`src/rtl/vote_display_ctrl_if.sv`:
```
// Bus between the vote-counter bank / board buttons and the LED display
// controller.
//   master : drives mode, valid_vote, cand_votes, cand_btn;
//            observes leds, busy, leader_idx, leader_valid
//   slave  : the display controller (mirror image of master)
interface vote_display_ctrl_if #(
  parameter int NUM_CAND = 4,
  parameter int CNT_W    = 8,
  parameter int LED_W    = 8
);
  localparam int IDX_W = $clog2(NUM_CAND);

  logic                      mode;        // 0 vote mode, 1 result mode
  logic                      valid_vote;  // 1-cycle pulse per accepted vote
  logic [NUM_CAND*CNT_W-1:0] cand_votes;  // cand i at [i*CNT_W +: CNT_W]
  logic [NUM_CAND-1:0]       cand_btn;    // debounced level buttons
  logic [LED_W-1:0]          leds;
  logic                      busy;
  logic [IDX_W-1:0]          leader_idx;
  logic                      leader_valid;

  modport master (
    output mode, valid_vote, cand_votes, cand_btn,
    input  leds, busy, leader_idx, leader_valid
  );

  modport slave (
    input  mode, valid_vote, cand_votes, cand_btn,
    output leds, busy, leader_idx, leader_valid
  );
endinterface

```
`src/rtl/vote_display_ctrl.sv`:
```
// LED display controller for the voting machine.
//   Vote mode  : after each valid_vote the LEDs flash all-ones for HOLD_CYCLES
//                cycles (retriggerable); busy is high during the flash.
//   Result mode: LEDs show the tally of the lowest-index pressed candidate
//                button, saturated to LED_W bits; held when buttons released.
// Ports:
//   clk   rising-edge clock
//   rst   asynchronous active-low reset
//   bus   vote_display_ctrl_if.slave (mode, valid_vote, cand_votes, cand_btn
//         in; leds, busy, leader_idx, leader_valid out, all registered)
// Build option: define LEADER_DISP_EN to add a round-robin leader scanner;
// in result mode, before any button is pressed, the leader's tally is shown.
// Without it leader_idx/leader_valid are tied to 0.
module vote_display_ctrl #(
  parameter int NUM_CAND    = 4,
  parameter int CNT_W       = 8,
  parameter int LED_W       = 8,
  parameter int HOLD_CYCLES = 100000000
) (
  input  logic               clk,
  input  logic               rst,
  vote_display_ctrl_if.slave bus
);
  localparam int IDX_W  = $clog2(NUM_CAND);
  localparam int HOLD_W = $clog2(HOLD_CYCLES + 1);
  localparam int SAT_W  = (CNT_W > LED_W) ? CNT_W : LED_W;
  localparam logic [HOLD_W-1:0] HOLD_LOAD = HOLD_W'(HOLD_CYCLES - 1);

  typedef enum logic [1:0] {IDLE, ACK, RESULT} state_e;

  state_e            state_q;
  logic [HOLD_W-1:0] hold_q;
  logic [LED_W-1:0]  leds_q;
  logic              busy_q;
  logic              seen_q;     // a button was pressed since entering RESULT
  logic [IDX_W-1:0]  leader_idx_q;
  logic              leader_valid_q;

  // Widen to the larger of the two widths, then clamp: covers both the
  // zero-extend case (never exceeds the clamp) and the saturating case.
  function automatic logic [LED_W-1:0] sat(input logic [CNT_W-1:0] t);
    logic [SAT_W-1:0] w;
    w = SAT_W'(t);
    if (w > SAT_W'({LED_W{1'b1}})) return '1;
    return w[LED_W-1:0];
  endfunction

  // Lowest pressed index wins: descending loop so index 0 is assigned last.
  logic [CNT_W-1:0] btn_tally;
  logic             any_btn;
  always_comb begin
    btn_tally = '0;
    for (int i = NUM_CAND - 1; i >= 0; i--)
      if (bus.cand_btn[i]) btn_tally = bus.cand_votes[i*CNT_W +: CNT_W];
  end
  assign any_btn = |bus.cand_btn;

`ifdef LEADER_DISP_EN
  // One candidate per cycle; best-so-far restarts at index 0 of each sweep
  // and strict '>' keeps ties on the lowest index.
  logic [IDX_W-1:0] scan_q, best_idx_q, best_idx_d;
  logic [CNT_W-1:0] best_val_q, best_val_d, cur_val;
  logic             scan_last;

  assign cur_val   = bus.cand_votes[int'(scan_q)*CNT_W +: CNT_W];
  assign scan_last = (scan_q == IDX_W'(NUM_CAND - 1));

  always_comb begin
    best_idx_d = best_idx_q;
    best_val_d = best_val_q;
    if (scan_q == '0 || cur_val > best_val_q) begin
      best_idx_d = scan_q;
      best_val_d = cur_val;
    end
  end

  always_ff @(posedge clk or negedge rst) begin
    if (!rst) begin
      scan_q         <= '0;
      best_idx_q     <= '0;
      best_val_q     <= '0;
      leader_idx_q   <= '0;
      leader_valid_q <= 1'b0;
    end else begin
      best_idx_q <= best_idx_d;
      best_val_q <= best_val_d;
      if (scan_last) begin
        scan_q         <= '0;
        leader_idx_q   <= best_idx_d;
        leader_valid_q <= (best_val_d != '0);
      end else begin
        scan_q <= scan_q + 1'b1;
      end
    end
  end

  logic [LED_W-1:0] leader_disp;
  assign leader_disp = sat(bus.cand_votes[int'(leader_idx_q)*CNT_W +: CNT_W]);
`else
  always_ff @(posedge clk or negedge rst) begin
    if (!rst) begin
      leader_idx_q   <= '0;
      leader_valid_q <= 1'b0;
    end else begin
      leader_idx_q   <= '0;
      leader_valid_q <= 1'b0;
    end
  end
`endif

  always_ff @(posedge clk or negedge rst) begin
    if (!rst) begin
      state_q <= IDLE;
      hold_q  <= '0;
      leds_q  <= '0;
      busy_q  <= 1'b0;
      seen_q  <= 1'b0;
    end else begin
      case (state_q)
        IDLE: begin
          leds_q <= '0;
          busy_q <= 1'b0;
          // mode check first: a simultaneous vote is dropped
          if (bus.mode) begin
            state_q <= RESULT;
            seen_q  <= 1'b0;
          end else if (bus.valid_vote) begin
            state_q <= ACK;
            hold_q  <= HOLD_LOAD;
            leds_q  <= '1;
            busy_q  <= 1'b1;
          end
        end
        ACK: begin
          if (bus.mode) begin
            state_q <= RESULT;
            hold_q  <= '0;
            leds_q  <= '0;
            busy_q  <= 1'b0;
            seen_q  <= 1'b0;
          end else if (bus.valid_vote) begin
            hold_q <= HOLD_LOAD;
          end else if (hold_q == '0) begin
            state_q <= IDLE;
            leds_q  <= '0;
            busy_q  <= 1'b0;
          end else begin
            hold_q <= hold_q - 1'b1;
          end
        end
        RESULT: begin
          busy_q <= 1'b0;
          if (!bus.mode) begin
            state_q <= IDLE;
            leds_q  <= '0;
          end else if (any_btn) begin
            leds_q <= sat(btn_tally);
            seen_q <= 1'b1;
          end
`ifdef LEADER_DISP_EN
          else if (!seen_q) begin
            leds_q <= leader_disp;
          end
`endif
        end
        default: begin
          state_q <= IDLE;
          leds_q  <= '0;
          busy_q  <= 1'b0;
        end
      endcase
    end
  end

  assign bus.leds         = leds_q;
  assign bus.busy         = busy_q;
  assign bus.leader_idx   = leader_idx_q;
  assign bus.leader_valid = leader_valid_q;
endmodule

```
`src/flat_wrapper.sv`:
```
// flat-port wrapper written by rule: the top's interface ports become plain ports
module vote_display_ctrl_flat 
#(
  parameter int NUM_CAND    = 4,
  parameter int CNT_W       = 8,
  parameter int LED_W       = 8,
  parameter int HOLD_CYCLES = 100000000
)
  (clk, rst, bus_mode, bus_valid_vote, bus_cand_votes, bus_cand_btn, bus_leds, bus_busy, bus_leader_idx, bus_leader_valid);
  vote_display_ctrl_if #(.NUM_CAND(NUM_CAND), .CNT_W(CNT_W), .LED_W(LED_W)) bus_i ();
  input  logic clk;
  input  logic rst;
  input wire logic [$bits(bus_i.mode)-1:0] bus_mode;
  input wire logic [$bits(bus_i.valid_vote)-1:0] bus_valid_vote;
  input wire logic [$bits(bus_i.cand_votes)-1:0] bus_cand_votes;
  input wire logic [$bits(bus_i.cand_btn)-1:0] bus_cand_btn;
  output wire logic [$bits(bus_i.leds)-1:0] bus_leds;
  output wire logic [$bits(bus_i.busy)-1:0] bus_busy;
  output wire logic [$bits(bus_i.leader_idx)-1:0] bus_leader_idx;
  output wire logic [$bits(bus_i.leader_valid)-1:0] bus_leader_valid;
  assign bus_i.mode = bus_mode;
  assign bus_i.valid_vote = bus_valid_vote;
  assign bus_i.cand_votes = bus_cand_votes;
  assign bus_i.cand_btn = bus_cand_btn;
  assign bus_leds = bus_i.leds;
  assign bus_busy = bus_i.busy;
  assign bus_leader_idx = bus_i.leader_idx;
  assign bus_leader_valid = bus_i.leader_valid;
  vote_display_ctrl #(.NUM_CAND(NUM_CAND), .CNT_W(CNT_W), .LED_W(LED_W), .HOLD_CYCLES(HOLD_CYCLES)) u_core (.clk(clk), .rst(rst), .bus(bus_i));
endmodule
```
`config.mk`:
```
export PLATFORM = sky130hd
export DESIGN_NAME = vote_display_ctrl_flat
export DESIGN_NICKNAME = d
export VERILOG_FILES = /design/src/rtl/vote_display_ctrl_if.sv /design/src/rtl/vote_display_ctrl.sv /design/src/flat_wrapper.sv
export SDC_FILE = /design/constraint.sdc
export NUM_CORES = 1
export LEC_CHECK = 0
export CAP_MARGIN = 10
export CORE_MARGIN = 5
export CORE_UTILIZATION = 34
export CTS_BUF_LIST = sky130_fd_sc_hd__clkbuf_4 sky130_fd_sc_hd__clkbuf_8
export DETAILED_ROUTE_END_ITERATION = 16
export PLACE_DENSITY = 0.62
export SLEW_MARGIN = 20
export SYNTH_ARGS = -nofsm -noshare
export SYNTH_HDL_FRONTEND = slang
export SYNTH_SLANG_ARGS = --single-unit
```
`constraint.sdc`:
```
create_clock -name clk -period 2.3 [get_ports clk]
set_input_delay 0.46 -clock clk [delete_from_list [all_inputs] [get_ports clk]]
set_output_delay 0.46 -clock clk [all_outputs]
set_load 0.01 [all_outputs]
```
==> results by group <==
Worst setup path
  • Setup CP Type: flip-flop to flip-flop
  • Worst r2r path cells: 7
  • Critical Path RT: 2470 ps
  • Startpoint class of the critical path: flip-flop
  • CP endpoint kind: flip-flop
  • WP data arrival: 2340 ps
  • Worst Path Max Fanout: 4

Clocking
  • Max Buffers Root-to-Sink: 2
  • Clock Latency Late Sink: 290 ps
  • CTS Sinks: 38
  • Total CTS buffers: 5
  • CTS tree: done
  • Clock Pin Slew Worst Setup and Hold Paths: 80 ps
  • Level count of the clock H-tree: 2
  • Clock root buffer: clkbuf_8

GRT
  • Total track usage: 0.166
  • Initial antenna violation count: 0
  • Largest net degree at the start of global routing: 39
  • First-pass GRT wire length: 11900 um
  • Global route total overflow: 0
  • Number of global-route vias before repair: 2360

Route
  • DR vias/cell: 5.60
  • Routed WL per cell: 16.2 um
  • DR iter-0 viols: 139
  • Total number of vias: 2465
  • TritonRoute pass-1 iters: 4
  • Drt drc: 0
  • Routed Antenna Nets: 0
  • Post-Route WL: 7110 um

STA
  • Period utilization: 0.947
  • Max-Slew Margin vs Limit: 0.351
  • Fmax: 0.459 GHz
  • Final slew viol count: 0
  • WHS: 124 ps
  • Worst Max-Slew Pin Slew: 966 ps
  • RSZ-0062 raised after global routing: no
  • Final hold viol count: 0
  • Final Skew: 10.2 ps
  • Final min period: 2180 ps
  • # setup viols final: 0

Cells and area
  • Design Area, Final: 0.00334 mm^2
  • Post-layout util: 0.461
  • Area Overhead vs Synth: 31.9%
  • Share of post-route cells with drive strength above 1: 0.158
  • FILL cells: 707
  • Commonest non-fill, non-tap cells in the layout: 47 x clkdlybuf4s50_1, 38 x dfrtp_1, 25 x nand2_1, 22 x buf_4, 21 x o21ai_0
  • Ant. Diodes: 0
  • Commonest non-fill, non-tap cell in the layout: clkdlybuf4s50_1
  • Layout net count: 381

Synth
  • Top cells by area, synth: dfrtp_1 38%, o21ai_0 4.1%, nand2_1 3.7%
  • Simple-Gate Fraction of Synth Area: 0.259
  • Flop and latch count out of synthesis: 38
  • Synth Area in Compound Gates: 0.304
  • Ys Warns: 0
  • Post-Syn Area: 0.00253 mm^2
  • Post-synthesis async set-or-reset flop share: 1.00
  • Post-synth cell types: 73
  • Synth Flop Type: dfrtp_1
  • Top-area cell type share of the netlist area: 0.375
  • Post-Synth Adder-Cell Area: 0.00494
  • Post-synthesis xor/xnor area fraction: 0.00691
  • Largest family of logic cells by synthesized area: compound AO/OA/AOI/OAI gates
  • Post-synth EDFFs: 0
  • Mean Syn Cell Area: 9.08 um^2
  • Register area share after synthesis: 0.375
  • Area leader, netlist: dfrtp_1
  • Mux cell area share after synthesis: 0
  • Syn Inst Count: 279

Floorplan
  • I/O pins: 52
  • Die Span Y: 96.3 um
  • Row cnt: 31
  • Die width: 96.3 um
  • Starting Density: 0.349
  • Core ar.: 0.00725 mm^2
  • Die area: 0.00928 mm^2

Min path
  • Worst min-delay path class: primary input to async pin

Power
  • Power per Cell Area: 515 mW/mm^2
  • P_leak: 1.32 nW
  • Post-layout power: 1.72 mW
  • Worst VDD drop: 0.256 mV

Placed design
  • RePlAce Congestion: 0.826
  • Cell Area, Placed: 0.00321 mm^2
  • # port buffers: 48
  • Hpwl dp: 5360 um

Outcome
  • Outcome: completed

Run
  • # Max-Cap Violations: 0
==> cells in the mapped netlist, types with 3 or more instances <==
cell,number
dfrtp_1,38
nand2_1,25
o21ai_0,21
nor2_1,15
a21oi_1,12
nor3_1,12
a21o_1,10
clkbuf_1,10
a221o_1,8
a22oi_1,8
a31oi_1,8
nand3_1,8
inv_1,7
nor4_1,6
or3_1,6
o22a_1,5
buf_4,4
and3_1,3
and4_1,3
buf_2,3
nor2b_1,3
o211ai_1,3
==> worst paths after layout <==
kind,startpoint,end,slack (ps)
hold reg to reg,u_core.bus.leds[4],u_core.bus.leds[4],480
setup / recovery,u_core.hold_q[0],u_core.hold_q[8],120
max in group asynchronous,rst,u_core.hold_q[6],1980
min in group clk,u_core.bus.leds[4],u_core.bus.leds[4],480
hold / removal,rst,u_core.hold_q[19],120
setup reg to reg,u_core.hold_q[0],u_core.hold_q[8],120
==> cell families (layout without fill, tap and decap cells) <==
group | after synthesis | in the layout
flops | 38 | 38
buf+inv | 26 | 86
compound gates | 102 | 102
fa+ha+maj | 1 | 1
xor+xnor | 2 | 2
other cells | 1 | 3
simple gates | 109 | 109
==> what timing repair did <==
action                                  4_1_cts  5_1_grt
hold endpoints to repair                      0        0
endpoints found under the setup margin        0        8
hold buffers                                  0        0
setup buffers                                 0        2
resized for setup                             0        3
==> flip-flops by register name, summed over array words and instances, names as in the netlist <==
| signal | count |
|---|---|
| u_core.hold_q | 27 |
| u_core.bus.leds | 8 |
| u_core.state_q | 2 |
| u_core.bus.busy | 1 |
==> routing by layer <==
layer	GRT usage	part of all wire	wire, um	up-vias
li1	-	-	-	1204
met5	0	0	0	-
met4	0.0537	0.016	117	0
met3	0.0274	0.039	280	8
met2	0.270	0.50	3540	58
met1	0.224	0.45	3170	1195
==> metrics by stage <==
stage | setup WS (ps) | TNS [ps] | instances
2_1_floorplan | 320 | 0 | 281
3_3_place_gp | 18.2 | 0 | 430
3_5_place_dp | -4.66 | -6.07 | 430
4_1_cts | 108 | 0 | 438
5_1_grt | 10.6 | 0 | 440
6_report | 123 | 0 | 440
==> worst max-delay path: stages, from the launching register on <==
cell      delay (ps)
dfrtp_1          390
inv_1             80
ha_2             210
or4b_4           510
nor3_4           240
a21bo_4          280
o311ai_4         220
o41ai_2          110
==> where the power goes <==
part	leakage (nW)	total, mW	internal, mW	switching (mW)
Clock	0.0472	0.488	0.241	0.246
Combinational	0.830	0.395	0.217	0.178
Sequential	0.446	0.837	0.738	0.0983
Total	1.32	1.72	1.20	0.523
==> layout make-up <==
class,count,area (um^2),area share
repair buffers,71,661,0.198
clock buffers,6,82.6,0.0247
well taps,99,124,0.0371
clock inverters,2,12.5,0.00375
multi-input cells,217,1480,0.444
flip-flops and latches,38,951,0.285
inverters,7,26.3,0.00787
No activity file was read; power rests on OpenSTA's default activity.
==> edit 1 (same flow settings) <==
Add a define of `LEADER_DISP_EN`.
--- a/src/rtl/vote_display_ctrl.sv
+++ b/src/rtl/vote_display_ctrl.sv
@@ -12,4 +12,6 @@
 // in result mode, before any button is pressed, the leader's tally is shown.
 // Without it leader_idx/leader_valid are tied to 0.
+`define LEADER_DISP_EN
+
 module vote_display_ctrl #(
   parameter int NUM_CAND    = 4,
Formal check against the unedited RTL: not equivalent (a bounded check fails within 4 cycles, from zero or initial values and one cycle with rst low).
==> edit 1 against the original RTL <==
The run now ends with setup timing left; area after synthesis is 52% higher; final cell count rose by 47%; wire length up 57%; total power is 56% higher; synthesized cell count increased by 40%; clock power rose by 11%; fmax fell by 17%; design area up 57%; sequential cell count increased by 16; utilization increased by 1.6 points; highest routed layer unchanged; setup slack worse by 0.44 ns.
==> edit 1: results (changes against the original RTL) <==
[placement]
place_inst = 637  ; was 430
hpwl_mm = 8.59  ; was 5.36 mm
portBuffers = 51  ; was 48
pre_cts_slack_ns = -0.674  ; was -0.00466 ns
place_congestion = 0.895  ; was 0.826

[grt]
grt_pass1_vias = 3668  ; was 2,360
antenna_found_initial = 0  ; unchanged
grt_pass1_wl_mm = 18.7  ; was 11.9 mm
grt_max_degree = 32  ; was 39
track_usage_pct = 17.5  ; was 16.6%

[setup_path]
startpoint = bus_cand_votes[21]  ; was u_core.hold_q[0]
crit_family = multiplexers  ; was simple AND/OR/NAND/NOR gates
cp_slowest_cell = mux4_2  ; was or4b_4
cpPeakStageDelay_ns = 0.54  ; was 0.51 ns
path_max_fanout = 5  ; was 4
reg2reg_from = u_core.scan_q[0]  ; was u_core.hold_q[0]

[outcome]
outcome = complete, but fails checks  ; was finished clean
violations = setup timing

[logic_synthesis]
yosysWarningCount = 0  ; unchanged
synth_cells = 390  ; was 279
synth_async_sr_flop_share_pct = 100  ; unchanged
synth_cell_type_count = 53  ; was 73
seq_area_frac_synth_pct = 35.1  ; was 37.5%
synthTopCellsByCount = dfrtp_1 (54), nor2_1 (33), nand2_1 (30)  ; was dfrtp_1 (38), nand2_1 (25), o21ai_0 (21)
synthTopCellsByArea = dfrtp_1 (35%), mux4_2 (9.4%), ha_1 (3.9%), mux2_2 (3.8%), nor2_1 (3.2%)  ; was dfrtp_1 (38%), o21ai_0 (4.1%), nand2_1 (3.7%), a221o_1 (3.2%), a21o_1 (3.0%)

[timing]
fin_worst_skew_ns = 0.00788  ; was 0.0102 ns
setup_viol = 13  ; was 0
tightestPinTransition_ns = 0.584  ; was 0.966 ns
setup_ws_ns = -0.313  ; was 0.123 ns

[power_and_ir_drop]
leakage_nw = 2.13  ; was 1.32 nW
vdd_drop_max_uv = 490  ; was 256 µV

[clocking]
htree_levels = 2  ; unchanged
cts_inserted_buffers = 5  ; unchanged
clock_path_buffers = 2  ; unchanged
clk_latency_ns = 0.32  ; was 0.29 ns
cts.clk_slew.worst_paths_ns = 0.09
clockRootBuffer = clkbuf_8  ; unchanged

[finish]
final.fill_count = 1027  ; was 707
nNetsFinal = 558  ; was 381
drive_above_1_share_pct = 27.9  ; was 15.8%
largest_reg_flops = 27  ; unchanged

[routing]
drt-pass1-iter-count = 5  ; was 4
drt_iter0_markers = 272  ; was 139
via_per_inst = 5.62  ; was 5.60
wl_mm = 11.2  ; was 7.11 mm
routedWlPerCell_um = 17.3  ; was 16.2 µm

[min_path]
hp-class = primary input to asynchronous set/reset pin  ; unchanged

-- edit 1: cell families after synthesis --
| family | count (synthesis) | share of synthesized area, % |
|---|---|---|
| fa+ha+maj | 12 | 3.90 |
| buf+inv | 50 | 5.39 |
| compound gates | 106 | 21.2 |
| flops | 54 | 35.1 |
| simple gates | 135 | 20.3 |
| mux | 31 | 13.7 |
| xor+xnor | 2 | 0.455 |
-- edit 1: path summary, 6_finish.rpt --
check,to,slack [ns],cells after the start
setup / recovery,u_core.best_val_q[4],-0.31,8
hold / removal,u_core.bus.leds[5],0.13,1
setup reg to reg,u_core.best_val_q[4],-0.30,9
hold reg to reg,u_core.bus.busy,0.50,1
max in group asynchronous,u_core.best_val_q[4],1.60,2
min in group clk,u_core.bus.busy,0.50,1
-- edit 1: where the power goes --
group	internal, mW	total [mW]	leakage, nW	switching [mW]
clock	0.209	0.540	0.0362	0.332
combinational	0.511	0.898	1.46	0.387
sequential	1.07	1.24	0.638	0.166
-- edit 1: metal layers --
layer	part of all wire, %	GRT usage [%]	vias to the layer above
met1	45	23.7	1785
li1	-	-	1731
met5	0	0	-
met2	49	28.3	94
met4	2.3	6.19	0
met3	3.8	2.95	18
-- edit 1: stage by stage --
step | hold slack (ns) | area [µm²] | TNS (ns)
3_5_place_dp | 0.469 | 5070 | -11.38
4_1_cts | 0.115 | 5220 | -3.24
6_report | 0.126 | 5230 | -3.38
5_1_grt | 0.139 | 5230 | -4.21
2_1_floorplan | 0.164 | 3880 | -2.77
3_3_place_gp | 0.464 | 5070 | -9.59
-- edit 1: layout make-up --
| class | instances | area share [%] |
|---|---|---|
| multi-input cells | 286 | 45.3 |
| flip-flops and latches | 54 | 25.8 |
| repair buffers | 131 | 21.9 |
| well taps | 140 | 3.35 |
| inverters | 28 | 2.01 |
| clock buffers | 5 | 1.32 |
| clock inverters | 2 | 0.287 |
-- edit 1: timing repair --
action,CTS,global route
hold endpoints to repair,0,0
setup endpoints to repair,13,17
gates resized for setup,7,2
buffers inserted,1,1
pin swaps,1,0
-- edit 1: worst reg2reg max path: stages (launching register included) --
cell      delay [ns]
dfrtp_1         0.38
buf_12          0.15
mux4_2          0.56
ha_1            0.32
nor2b_1         0.14
o211ai_1        0.11
a21oi_2         0.18
o21a_1          0.16
buf_4           0.16
mux2_2          0.34
==> edit 2 (same settings) <==
Made on the original files. Re-encode `state_e` (3 states) as one-hot, 3 bits wide.
--- a/src/rtl/vote_display_ctrl.sv
+++ b/src/rtl/vote_display_ctrl.sv
@@ -27,5 +27,5 @@
   localparam logic [HOLD_W-1:0] HOLD_LOAD = HOLD_W'(HOLD_CYCLES - 1);
 
-  typedef enum logic [1:0] {IDLE, ACK, RESULT} state_e;
+  typedef enum logic [2:0] {IDLE = 3'b001, ACK = 3'b010, RESULT = 3'b100} state_e;
 
   state_e            state_q;
Formal check against the unedited RTL: no difference found for any inputs over 10 cycles, from zero or initial values and one cycle with rst low; not proved beyond that.
==> edit 2 against the original RTL <==
Sequential cell count up 1; area after synthesis is 1.5% higher; via count increased by 2.3%; wire length grew 6.7%; setup slack gained 0.093 ns; design area grew 2.8%; largest cell class unchanged.
Power is not compared: it rests on default switching activity, and its combinational part moved more than twofold at a synthesized area within 25%.
==> edit 2: results (changes against the original RTL) <==
[placement]
hpwl_mm = 5.73  ; was 5.36 mm
place_congestion = 0.868  ; was 0.826
place_inst = 436  ; was 430
pre_cts_slack_ns = -0.173  ; was -0.00466 ns
post_dp_cell_area_mm2 = 0.00331  ; was 0.00321 mm²

[routing]
vias = 2521  ; was 2,465
met1_length_mm = 3.59  ; was 3.17 mm
drt_iter0_markers = 108  ; was 139
via_per_inst = 5.67  ; was 5.60
routedWlPerCell_um = 17.0  ; was 16.2 µm
route.met3.wl_um = 383  ; was 280 µm

[finish]
final.fill_count = 727  ; was 707
buf_share_pct = 21.6  ; was 19.8%
multi_input_cells = 210  ; was 217
num-nonclk-buffers = 82  ; was 71
regMostFlops = u_core.hold_q  ; unchanged
final_util_pct = 47.1  ; was 46.1%
clock_cell_area_share_pct = 2.55  ; was 2.85%
inverters = 8  ; was 7
nNetsFinal = 387  ; was 381
drive_above_1_share_pct = 19.1  ; was 15.8%
seq_cells = 39  ; was 38
seq_share_pct = 28.5  ; about the same

[grt]
met3_usage_pct = 3.53  ; was 2.74%
grt_pass1_wl_mm = 12.4  ; was 11.9 mm
grt_util_met2_pct = 25.8  ; was 27.0%
grt_pass1_vias = 2444  ; was 2,360
grt_max_degree = 17  ; was 39
grt_util_met1_pct = 20.7  ; was 22.4%

[logic_synthesis]
synth.avg_cell_area_um2 = 9.38  ; was 9.08 µm²
seq_area_frac_synth_pct = 38.0  ; was 37.5%
synth_cell_type_count = 65  ; was 73
synthTopCellsByArea = dfrtp_1 (37%), a21oi_1 (4.3%), nor2_1 (3.6%), nor3_1 (3.3%), a211o_1 (2.7%)  ; was dfrtp_1 (38%), o21ai_0 (4.1%), nand2_1 (3.7%), a221o_1 (3.2%), a21o_1 (3.0%)
synth_cells = 274  ; was 279
synthTopCellsByCount = dfrtp_1 (38), nor2_1 (25), a21oi_1 (22)  ; was dfrtp_1 (38), nand2_1 (25), o21ai_0 (21)

[power_and_ir_drop]
p_total_mw = 2.68

[clocking]
cts_setup_buffers = 0  ; unchanged
clk_latency_ns = 0.30

[timing]
fin_worst_skew_ns = 0.00957  ; was 0.0102 ns
tightestPinTransition_ns = 0.742  ; was 0.966 ns

[setup_path]
path_max_fanout = 8  ; was 4
crit_family = compound AO/OA/AOI/OAI gates  ; was simple AND/OR/NAND/NOR gates
cp_data_arrival_time_ns = 2.29  ; was 2.34 ns

[outcome]
outcome = finished clean  ; unchanged

==> edit 2: logic make-up (layout without fill, tap and decap cells) <==
| logic type | Yosys count | after routing | share of synthesized area (%) |
|---|---|---|---|
| compound gates | 110 | 110 | 31.6 |
| simple gates | 95 | 95 | 23.8 |
| flops | 39 | 39 | 38.0 |
| buf+inv | 27 | 97 | 5.55 |
| fa+ha+maj | 1 | 1 | 0.487 |
| other cells | 1 | 3 | 0.146 |
| xor+xnor | 1 | 1 | 0.341 |
==> edit 2: worst paths after layout <==
path | from | to | slack, ns | cells past startpoint
setup / recovery | u_core.hold_q[1] | u_core.hold_q[26] | 0.22 | 9
hold / removal | rst | u_core.hold_q[9] | 0.04 | 1
setup reg to reg | u_core.hold_q[1] | u_core.hold_q[26] | 0.22 | 9
hold reg to reg | u_core.bus.leds[1] | u_core.bus.leds[1] | 0.49 | 1
max in group asynchronous | rst | u_core.state_q[0] | 1.66 | 2
min in group clk | u_core.bus.leds[1] | u_core.bus.leds[1] | 0.49 | 1
